File: config.mk
export PLATFORM = sky130hd
export DESIGN_NAME = add_copro_sched
export DESIGN_NICKNAME = d
export VERILOG_FILES = /design/src/rtl/add_sched_pkg.sv /design/src/rtl/add_sched_fifo.sv /design/src/rtl/add_copro_sched.sv
export SDC_FILE = /design/constraint.sdc
export NUM_CORES = 1
export LEC_CHECK = 0
export BUFFER_PORTS_ARGS = -buffer_cell sky130_fd_sc_hd__clkbuf_2
export CORE_UTILIZATION = 47
export DETAILED_ROUTE_END_ITERATION = 16
export PLACE_DENSITY = 0.69
export RECOVER_POWER = 25
export SYNTH_ARGS = -nofsm -noshare
export SYNTH_HDL_FRONTEND = slang
export SYNTH_SLANG_ARGS = --single-unit
File: constraint.sdc
create_clock -name clk_i -period 4 [get_ports clk_i]
set_clock_uncertainty 0.2 [all_clocks]
set_input_delay 0 -clock clk_i [delete_from_list [all_inputs] [get_ports clk_i]]
set_output_delay 0 -clock clk_i [all_outputs]
set_load 0.01 [all_outputs]
File: src/rtl/add_sched_pkg.sv
// Shared definitions for the CV-X-IF add coprocessor scheduler: opcode decode
// constants, per-entry metadata and the execute FSM states.
package add_sched_pkg;

    localparam logic [31:0] OPC_MATCH = 32'h0000_002B;
    localparam logic [31:0] OPC_MASK  = 32'h0000_007F;
    localparam int          CNT_W     = 4;

    typedef enum logic [1:0] {
        IDLE,
        EXEC,
        RESULT
    } sched_state_e;

    // Width-independent part of a queue entry; id and operands live beside it
    // because their widths follow the module parameters.
    typedef struct packed {
        logic [4:0] rd;
        logic       committed;
        logic       killed;
    } entry_meta_t;

    function automatic logic is_copro(input logic [31:0] instr);
        return (instr & OPC_MASK) == OPC_MATCH;
    endfunction

endpackage

File: src/rtl/add_sched_fifo.sv
// In-order instruction queue for the add coprocessor, with a commit-by-id
// port that tags every live entry carrying the committed id.
module add_sched_fifo
    import add_sched_pkg::*;
#(
    parameter int XLEN    = 32,
    parameter int IdWidth = 3,
    parameter int Depth   = 4
) (
    input  logic               clk_i,
    input  logic               rst_ni,
    input  logic               push_i,
    input  logic [IdWidth-1:0] push_id_i,
    input  logic [4:0]         push_rd_i,
    input  logic [XLEN-1:0]    push_rs1_i,
    input  logic [XLEN-1:0]    push_rs2_i,
    input  logic               pop_i,
    input  logic               commit_valid_i,
    input  logic [IdWidth-1:0] commit_id_i,
    input  logic               commit_kill_i,
    output logic               full_o,
    output logic               empty_o,
    output logic [IdWidth-1:0] head_id_o,
    output logic [4:0]         head_rd_o,
    output logic [XLEN-1:0]    head_rs1_o,
    output logic [XLEN-1:0]    head_rs2_o,
    output logic               head_committed_o,
    output logic               head_killed_o
);

    localparam int PtrW = $clog2(Depth);

    logic [PtrW:0]      wptr_q, rptr_q;
    logic [PtrW-1:0]    widx, ridx;
    logic [Depth-1:0]   vld_q;
    logic [IdWidth-1:0] id_q  [Depth];
    logic [XLEN-1:0]    rs1_q [Depth];
    logic [XLEN-1:0]    rs2_q [Depth];
    entry_meta_t        meta_q[Depth];
    logic               do_push, do_pop, push_hit;

    assign widx    = wptr_q[PtrW-1:0];
    assign ridx    = rptr_q[PtrW-1:0];
    assign full_o  = (wptr_q[PtrW] != rptr_q[PtrW]) && (widx == ridx);
    assign empty_o = (wptr_q == rptr_q);
    assign do_push = push_i & ~full_o;
    assign do_pop  = pop_i & ~empty_o;
    // A commit arriving with the push of its own id must not be lost.
    assign push_hit = commit_valid_i && (commit_id_i == push_id_i);

    always_ff @(posedge clk_i) begin
        if (!rst_ni) begin
            wptr_q <= '0;
            rptr_q <= '0;
            vld_q  <= '0;
            for (int i = 0; i < Depth; i++) meta_q[i] <= '0;
        end else begin
            for (int i = 0; i < Depth; i++) begin
                if (commit_valid_i && vld_q[i] && id_q[i] == commit_id_i) begin
                    meta_q[i].committed <= 1'b1;
                    meta_q[i].killed    <= commit_kill_i;
                end
            end
            if (do_push) begin
                vld_q[widx]  <= 1'b1;
                id_q[widx]   <= push_id_i;
                rs1_q[widx]  <= push_rs1_i;
                rs2_q[widx]  <= push_rs2_i;
                meta_q[widx] <= '{rd: push_rd_i, committed: push_hit,
                                  killed: push_hit & commit_kill_i};
                wptr_q       <= wptr_q + 1'b1;
            end
            if (do_pop) begin
                vld_q[ridx] <= 1'b0;
                rptr_q      <= rptr_q + 1'b1;
            end
        end
    end

    assign head_id_o        = id_q[ridx];
    assign head_rd_o        = meta_q[ridx].rd;
    assign head_rs1_o       = rs1_q[ridx];
    assign head_rs2_o       = rs2_q[ridx];
    assign head_committed_o = vld_q[ridx] & meta_q[ridx].committed;
    assign head_killed_o    = meta_q[ridx].killed;

endmodule

File: src/rtl/add_copro_sched.sv
// Issue/commit/result scheduler for the CV-X-IF example add coprocessor.
// Define CVXIF_ADD_SATURATE_EN for a signed-saturating sum instead of wrap-around.
module add_copro_sched
    import add_sched_pkg::*;
#(
    parameter int XLEN        = 32,
    parameter int IdWidth     = 3,
    parameter int Depth       = 4,
    parameter int ExecLatency = 2
) (
    input  logic               clk_i,
    input  logic               rst_ni,
    input  logic               issue_valid_i,
    output logic               issue_ready_o,
    input  logic [31:0]        issue_instr_i,
    input  logic [IdWidth-1:0] issue_id_i,
    input  logic [XLEN-1:0]    issue_rs1_i,
    input  logic [XLEN-1:0]    issue_rs2_i,
    output logic               issue_accept_o,
    output logic               issue_writeback_o,
    input  logic               commit_valid_i,
    input  logic [IdWidth-1:0] commit_id_i,
    input  logic               commit_kill_i,
    output logic               result_valid_o,
    input  logic               result_ready_i,
    output logic [IdWidth-1:0] result_id_o,
    output logic [4:0]         result_rd_o,
    output logic [XLEN-1:0]    result_data_o,
    output logic               result_we_o,
    output logic               busy_o
);

    logic               match, push, pop, full, empty;
    logic               head_committed, head_killed;
    logic [IdWidth-1:0] head_id;
    logic [4:0]         head_rd;
    logic [XLEN-1:0]    head_rs1, head_rs2;
    sched_state_e       state_q;
    logic [CNT_W-1:0]   cnt_q;
    logic [XLEN-1:0]    op_a_q, op_b_q, sum;

    assign match             = is_copro(issue_instr_i);
    assign issue_ready_o     = ~full;
    assign issue_accept_o    = issue_valid_i & match;
    assign issue_writeback_o = issue_valid_i & match;
    assign push              = issue_valid_i & issue_ready_o & match;
    assign pop = (state_q == IDLE && !empty && head_committed && head_killed) ||
                 (state_q == RESULT && result_ready_i);
    assign busy_o = ~empty | (state_q != IDLE);

    add_sched_fifo #(
        .XLEN    (XLEN),
        .IdWidth (IdWidth),
        .Depth   (Depth)
    ) u_fifo (
        .clk_i            (clk_i),
        .rst_ni           (rst_ni),
        .push_i           (push),
        .push_id_i        (issue_id_i),
        .push_rd_i        (issue_instr_i[11:7]),
        .push_rs1_i       (issue_rs1_i),
        .push_rs2_i       (issue_rs2_i),
        .pop_i            (pop),
        .commit_valid_i   (commit_valid_i),
        .commit_id_i      (commit_id_i),
        .commit_kill_i    (commit_kill_i),
        .full_o           (full),
        .empty_o          (empty),
        .head_id_o        (head_id),
        .head_rd_o        (head_rd),
        .head_rs1_o       (head_rs1),
        .head_rs2_o       (head_rs2),
        .head_committed_o (head_committed),
        .head_killed_o    (head_killed)
    );

`ifdef CVXIF_ADD_SATURATE_EN
    logic [XLEN:0] wide;
    assign wide = {op_a_q[XLEN-1], op_a_q} + {op_b_q[XLEN-1], op_b_q};
    // Sign bits of the extended sum disagree only on signed overflow.
    always_comb begin
        sum = wide[XLEN-1:0];
        if (wide[XLEN] != wide[XLEN-1])
            sum = wide[XLEN] ? {1'b1, {(XLEN-1){1'b0}}} : {1'b0, {(XLEN-1){1'b1}}};
    end
`else
    assign sum = op_a_q + op_b_q;
`endif

    always_ff @(posedge clk_i) begin
        if (!rst_ni) begin
            state_q        <= IDLE;
            cnt_q          <= '0;
            op_a_q         <= '0;
            op_b_q         <= '0;
            result_valid_o <= 1'b0;
            result_we_o    <= 1'b0;
            result_id_o    <= '0;
            result_rd_o    <= '0;
            result_data_o  <= '0;
        end else begin
            case (state_q)
                IDLE: begin
                    if (!empty && head_committed && !head_killed) begin
                        op_a_q  <= head_rs1;
                        op_b_q  <= head_rs2;
                        cnt_q   <= CNT_W'(ExecLatency - 1);
                        state_q <= EXEC;
                    end
                end
                EXEC: begin
                    if (cnt_q == '0) begin
                        result_data_o  <= sum;
                        result_id_o    <= head_id;
                        result_rd_o    <= head_rd;
                        result_valid_o <= 1'b1;
                        result_we_o    <= 1'b1;
                        state_q        <= RESULT;
                    end else begin
                        cnt_q <= cnt_q - 1'b1;
                    end
                end
                RESULT: begin
                    if (result_ready_i) begin
                        result_valid_o <= 1'b0;
                        result_we_o    <= 1'b0;
                        state_q        <= IDLE;
                    end
                end
                default: state_q <= IDLE;
            endcase
        end
    end

endmodule
==> metrics, run 1 <==
# Post-CTS Setup Buffers=0; R2R Setup Slk=0.94 ns; Slew HR=about 29%; Crit Path Category=reg2reg; Remaining Overflow, GRT=0; Placer Congestion=roughly 0.88; final setup TNS=0 ns; H-tree depth=2; post-synthesis cell type count=60; # rows=69; Fin Hold WS=0.0377 ns; Total Routing Usage GR=20.2%; Final min period=3.06 ns; Worst R2R Path Depth=10; Clock Power Share=47.1%; Core Region=35900 sq um; cts hold-fix bufs=81; clk sink count=419; Worst Path Max Fanout=3; leak pwr=0.00721 uW; Die W=194 um; Tcrit/Tclk final=~76%; syn_area_per_cell=13.9 sq um; cell taking the most area after synthesis=edfxtp_1; sequential share of power=50.9%; CP startpoint kind=register; share of layout cells above drive strength 1=roughly 18%; mapped cell area=17300 sq um; Mapped Nets=1398; commonest register cell after synthesis=edfxtp_1; Post-synth EDFFs=296; post-cts sizing count=0; sequential share of the synthesized area=65.5%; maximum clock path buffer count=3; Initial Util=slightly below 50%; Area Growth Syn to Fin=19.6%; asr flop ratio synth=0%; vias in the first global route=10900; Critical Path RT=4.21 ns; area share of the largest cell type after synthesis=51.3%; Synth Instances=roughly 1200; Nets=1601; combinational power share=about 2.0%; WHS Endpoint=u_fifo.rs2_q[1][18]; flops & latches, synth=~420; Top Ports=154; Avg WL per Cell=19.2 um; PD cells=441 nW/um^2; largest net degree at the start of global routing=71; first-pass GRT wire length=59900 um; dpl cells=1786; Fin. Hold Viols=0; die area=37600 sq um; Final Slew Violations=0; DR DRC count=0; Detail Placement HPWL=between 20000 and 25000 um; CP Capture Type=register; final core utilization=57.7%; vias per inst=5.45; Non-Filler Instances=1950; max frequency=327 MHz; clock root cell=clkbuf_16; die height=194 um; WP data arrival=3.27 ns; DR iter-0 viols=701; RSZ-0062 raised after global routing=no; maximum VDD drop=315 uV; Yosys warning count=0; Clock Pin Slew Worst Setup and Hold Paths=0.06 ns; CTS tree=built; Final Setup Violations=0; initial antenna violation count=4; outcome=completed; min-delay worst type=in2reg; clock buffer count from CTS=43; DRT antenna net count=0; r2r endpoint=result_data_o[28]; hold depth=2; min-delay src=issue_rs2_i[18]; Fill cells=2840; Vias=10600; Pint=approximately 7400 uW; R2R Path Start=op_a_q[0]; Worst Tran Pin Value=1.07 ns; Net Switching=1760 uW; Synth area leaders=edfxtp_1 (51%), dfxtp_1 (14%), mux4_2 (9.8%), nand2_1 (4.6%), a21oi_1 (3.8%); Sw Ratio=19.3%; max cap viols=0; total wire length=37400 um; drt first pass iters=5; Skew-Pair Late Insertion Delay=0.54 ns; count of input and output buffers=133
cells in the final DEF, fill, tap and decap left out, types with 3 or more instances in the layout:
master         count
edfxtp_1         296
nand2_1          214
a21oi_1          132
dfxtp_1          121
clkbuf_2          83
dlygate4sd3_1     81
mux4_2            75
clkbuf_1          58
clkbuf_16         43
ha_1              41
nor2_1            37
and3_1            29
xnor2_1           27
nand3_1           23
o21ai_0           20
xor2_1            17
nand4_1           15
inv_1             14
a21o_1            11
buf_4             11
and2_1             9
a211oi_1           9
bufinv_16          9
clkinv_2           8
mux2i_1            7
o211ai_1           7
a31oi_1            7
or3_1              5
nor3_1             5
clkinvlp_4         4
buf_12             4
diode_2            3
nand4b_1           3
and2_2             3
nor2b_1            3
nor4_1             3
o21a_1             3
clkbuf_8           3
flip-flops by register name, indices dropped and copies added, names as in the netlist, named ones only:
register       cells
u_fifo.rs1_q     128
u_fifo.rs2_q     128
op_a_q            32
op_b_q            32
result_data_o     32
u_fifo.meta_q     28
u_fifo.id_q       12
result_rd_o        5
cnt_q              4
u_fifo.vld_q       4
result_id_o        3
u_fifo.rptr_q      3
u_fifo.wptr_q      3
state_q            2
result_we_o        1
Yosys cell counts (3+ instances only):
cell type,n
nor2b_1,3
a21o_1,11
o21a_1,3
and2_1,12
o211ai_1,7
ha_1,41
mux4_2,75
xor2_1,17
a211oi_1,9
a31oi_1,7
xnor2_1,27
inv_1,16
or3_1,5
nand3_1,23
nor4_1,3
clkbuf_1,46
nor2_1,37
a21oi_1,132
nor3_1,5
dfxtp_1,123
edfxtp_1,296
nand4_1,15
buf_2,14
nand2_1,214
nand4b_1,3
o21ai_0,20
mux2i_1,7
buf_6,4
buf_1,4
and3_1,29
logic make-up (layout without fill, tap and decap cells):
group	after synthesis	count (layout)	share of synthesized area, %
AOI/OAI and AO/OA	212	212	7.29
xor gates and xnor gates	44	44	2.22
adders and majority gates	42	42	3.08
buffers and inverters	87	325	2.21
DFF	419	419	65.5
muxes	83	83	10.2
other	0	3	0
and+or+nand+nor	361	361	9.45
stage by stage:
step	setup WS [ns]	power, uW	area (sq um)
finish	0.944	9140	20700
global placement	1.04	4860	18400
detailed placement	0.978	4870	18400
global route	0.759	9410	20700
CTS	0.976	9210	20800
floorplan	0.544	4780	17300
worst max path at each step:
stage	from	endpoint	slack, ns	depth (start not counted)
global placement	u_fifo.rptr_q[0]	op_b_q[25]	1.04	5
detailed placement	op_a_q[0]	result_data_o[28]	0.98	10
floorplan	u_fifo.rptr_q[0]	u_fifo.id_q[0][0]	0.54	6
finish	op_a_q[0]	result_data_o[28]	0.94	10
global route	op_a_q[0]	result_data_o[28]	0.76	10
CTS	op_a_q[0]	result_data_o[28]	0.98	10
metal layers:
layer  vias to the layer above  share of wire, %  GRT usage, %
li1                       5092                 -             -
met1                      5221                47          28.5
met2                       250                47          33.0
met3                        56               4.3          3.32
met4                         2               1.7          4.91
met5                         -             0.035             0
power by group through the flow:
stage | Combinational, uW | Clock, uW | Sequential, uW
2_1_floorplan | 43.1 | 0 | 4740
3_3_place_gp | 119 | 0 | 4740
3_5_place_dp | 127 | 0 | 4740
4_1_cts | 192 | 4370 | 4650
5_1_grt | 202 | 4560 | 4650
6_report | 185 | 4300 | 4650
critical path: stages, from the launching register on:
cell and delay (ns):
dfxtp_1 0.32, ha_1 0.25, fa_1 0.45, a211oi_1 0.41, o211ai_1 0.19, nand4_1 0.20, a21oi_1 0.11, o21a_1 0.21
a21oi_1 0.28, mux2i_1 0.23, o22ai_1 0.09
final cells by class:
cell class                      instances  area [sq um]  area share (%)
Antenna cell                            3          7.51          0.0362
Timing Repair Buffer                  229          1580            7.61
Tap cell                              461           577            2.78
Clock inverter                         26           400            1.93
Inverter                               16          61.3           0.296
Sequential cell                       419         11400            54.8
Multi-Input combinational cell        742          5590            27.0
Clock buffer                           54          1150            5.54
(Power assumes the default switching activity.)
==> run 2, diff against run 1 <==
clock period = 3 ns   (was 4 ns; I/O delays follow)
==> run 2 against run 1 <==
Effect of this change: via count down 0.54%; sequential cell count unchanged; combinational power up 35%; sequential share of layout area about the same; count of clock-buffer cells in the layout up 4; clock power up 23%; wire length down 1.8%; largest cell class unchanged.
==> metrics, run 2 (same netlist as run 1, synthesis figures left out) <==
Remaining Overflow, GRT=0; max cap viols=0; Detail Placement HPWL=24200 um; final setup TNS=0 ns; maximum clock path buffer count=3; Final Slew Violations=0; first-pass GRT wire length=59000 um; largest net degree at the start of global routing=69; Skew-Pair Late Insertion Delay=around 0.54 ns; vias in the first global route=10700; dpl cells=around 1800; RSZ-0062 raised after global routing=no; drt first pass iters=5; commonest non-fill, non-tap cell in the layout=edfxtp_1; CTS tree=built; Nets=1613; die area=around 38000 sq um; max frequency=approximately 360 MHz; clock root cell=clkbuf_16; final core utilization=57.7%; CP startpoint kind=register; CP Capture Type=register; DR DRC count=0; Total Routing Usage GR=19.9%; Fin. Hold Viols=0; # rows=69; Clock Pin Slew Worst Setup and Hold Paths=0.06 ns; Die W=a little under 200 um; clk sink count=419; share of layout cells above drive strength 1=a little under a fifth; Fin Hold WS=~0.020 ns; DR iter-0 viols=~780; count of input and output buffers=133; Regs by FF count=u_fifo.rs1_q: 128 flops, u_fifo.rs2_q: 128 flops; DRT antenna net count=0; Area Growth Syn to Fin=19.6%; Core Region=35900 sq um; Critical Path RT=between 3 and 4 ns; Tcrit/Tclk final=92.6%; WP data arrival=~3 ns; Fill cells=2893; min-delay worst type=in2reg; initial antenna violation count=2; Worst Tran Pin Value=roughly 0.85 ns; maximum VDD drop=355 uV; outcome=completed; leak pwr=0.00722 uW; Avg WL per Cell=18.8 um; Non-Filler Instances=1960; Vias=10600; Worst Path Max Fanout=3; Initial Util=48.2%; PD cells=between 500 and 600 nW/um^2; total wire length=36800 um; Top Ports=154; vias per inst=roughly 5.4; Slew HR=43.4%; most frequent cells in the layout=edfxtp_1 (296), nand2_1 (214), a21oi_1 (131), dfxtp_1 (121), dlygate4sd3_1 (84); Placer Congestion=0.890; die height=194 um; clock buffer count from CTS=43; Crit Path Category=reg2reg; H-tree depth=2; Final min period=approximately 2.8 ns; Final Setup Violations=0
## run 2: path summary, 6_finish.rpt
path | start | endpoint | slack [ns] | depth (start not counted)
max | op_a_q[0] | result_data_o[28] | 0.22 | 10
min | issue_instr_i[1] | u_fifo.wptr_q[2] | 0.02 | 6
max reg2reg | op_a_q[0] | result_data_o[28] | 0.22 | 10
min reg2reg | result_rd_o[1] | result_rd_o[1] | 0.25 | 2
## run 2: stage by stage
stage	setup slack, ns	power, uW	area (sq um)
final	0.223	11700	20700
after detailed placement	0.167	6490	18500
after global routing	0.0472	12100	20700
after CTS	0.134	11800	20800
after floorplan	0.250	6380	17300
after global placement	0.202	6480	18500
## run 2: area by class of cell
cell class / instances / area [sq um] / area share, %
Clock inverter: 22 / 204 / 0.985
Sequential cell: 419 / 11400 / 54.8
Antenna cell: 1 / 2.50 / 0.0121
Inverter: 16 / 65.1 / 0.314
Tap cell: 461 / 577 / 2.78
Multi-Input combinational cell: 742 / 5600 / 27.0
Timing Repair Buffer: 241 / 1700 / 8.20
Clock buffer: 58 / 1210 / 5.86
## run 2: per-layer routing
layer / vias up / wire length, um / global-route usage, %
li1: 5120 / - / -
met3: 41 / 1580 / 3.20
met5: - / 13 / 0
met1: 5197 / 17300 / 28.5
met4: 2 / 496 / 4.44
met2: 204 / 17400 / 32.1
## run 2: what timing repair did
action | CTS | global route
endpoints found under the setup margin | 0 | 1
hold buffers | 84 | 0
endpoints found under the hold margin | 344 | 0
setup buffers | 0 | 0
resized for setup | 0 | 1
## run 2: worst max-delay path, cell delays in order (launching register included)
cell and delay, ns:
dfxtp_1 0.31, ha_1 0.25, fa_1 0.43, a211oi_1 0.30, o211ai_1 0.16, nand4_1 0.19, a21oi_1 0.11, o21a_1 0.21
a21oi_2 0.19, mux2i_1 0.20, o22ai_1 0.09
## run 2: report_power, final
part | internal (uW) | leakage, uW | switching, uW
clock | 3110 | 0.000700 | 2170
combinational | 120 | 0.00283 | 130
sequential | 6190 | 0.00369 | 3.68
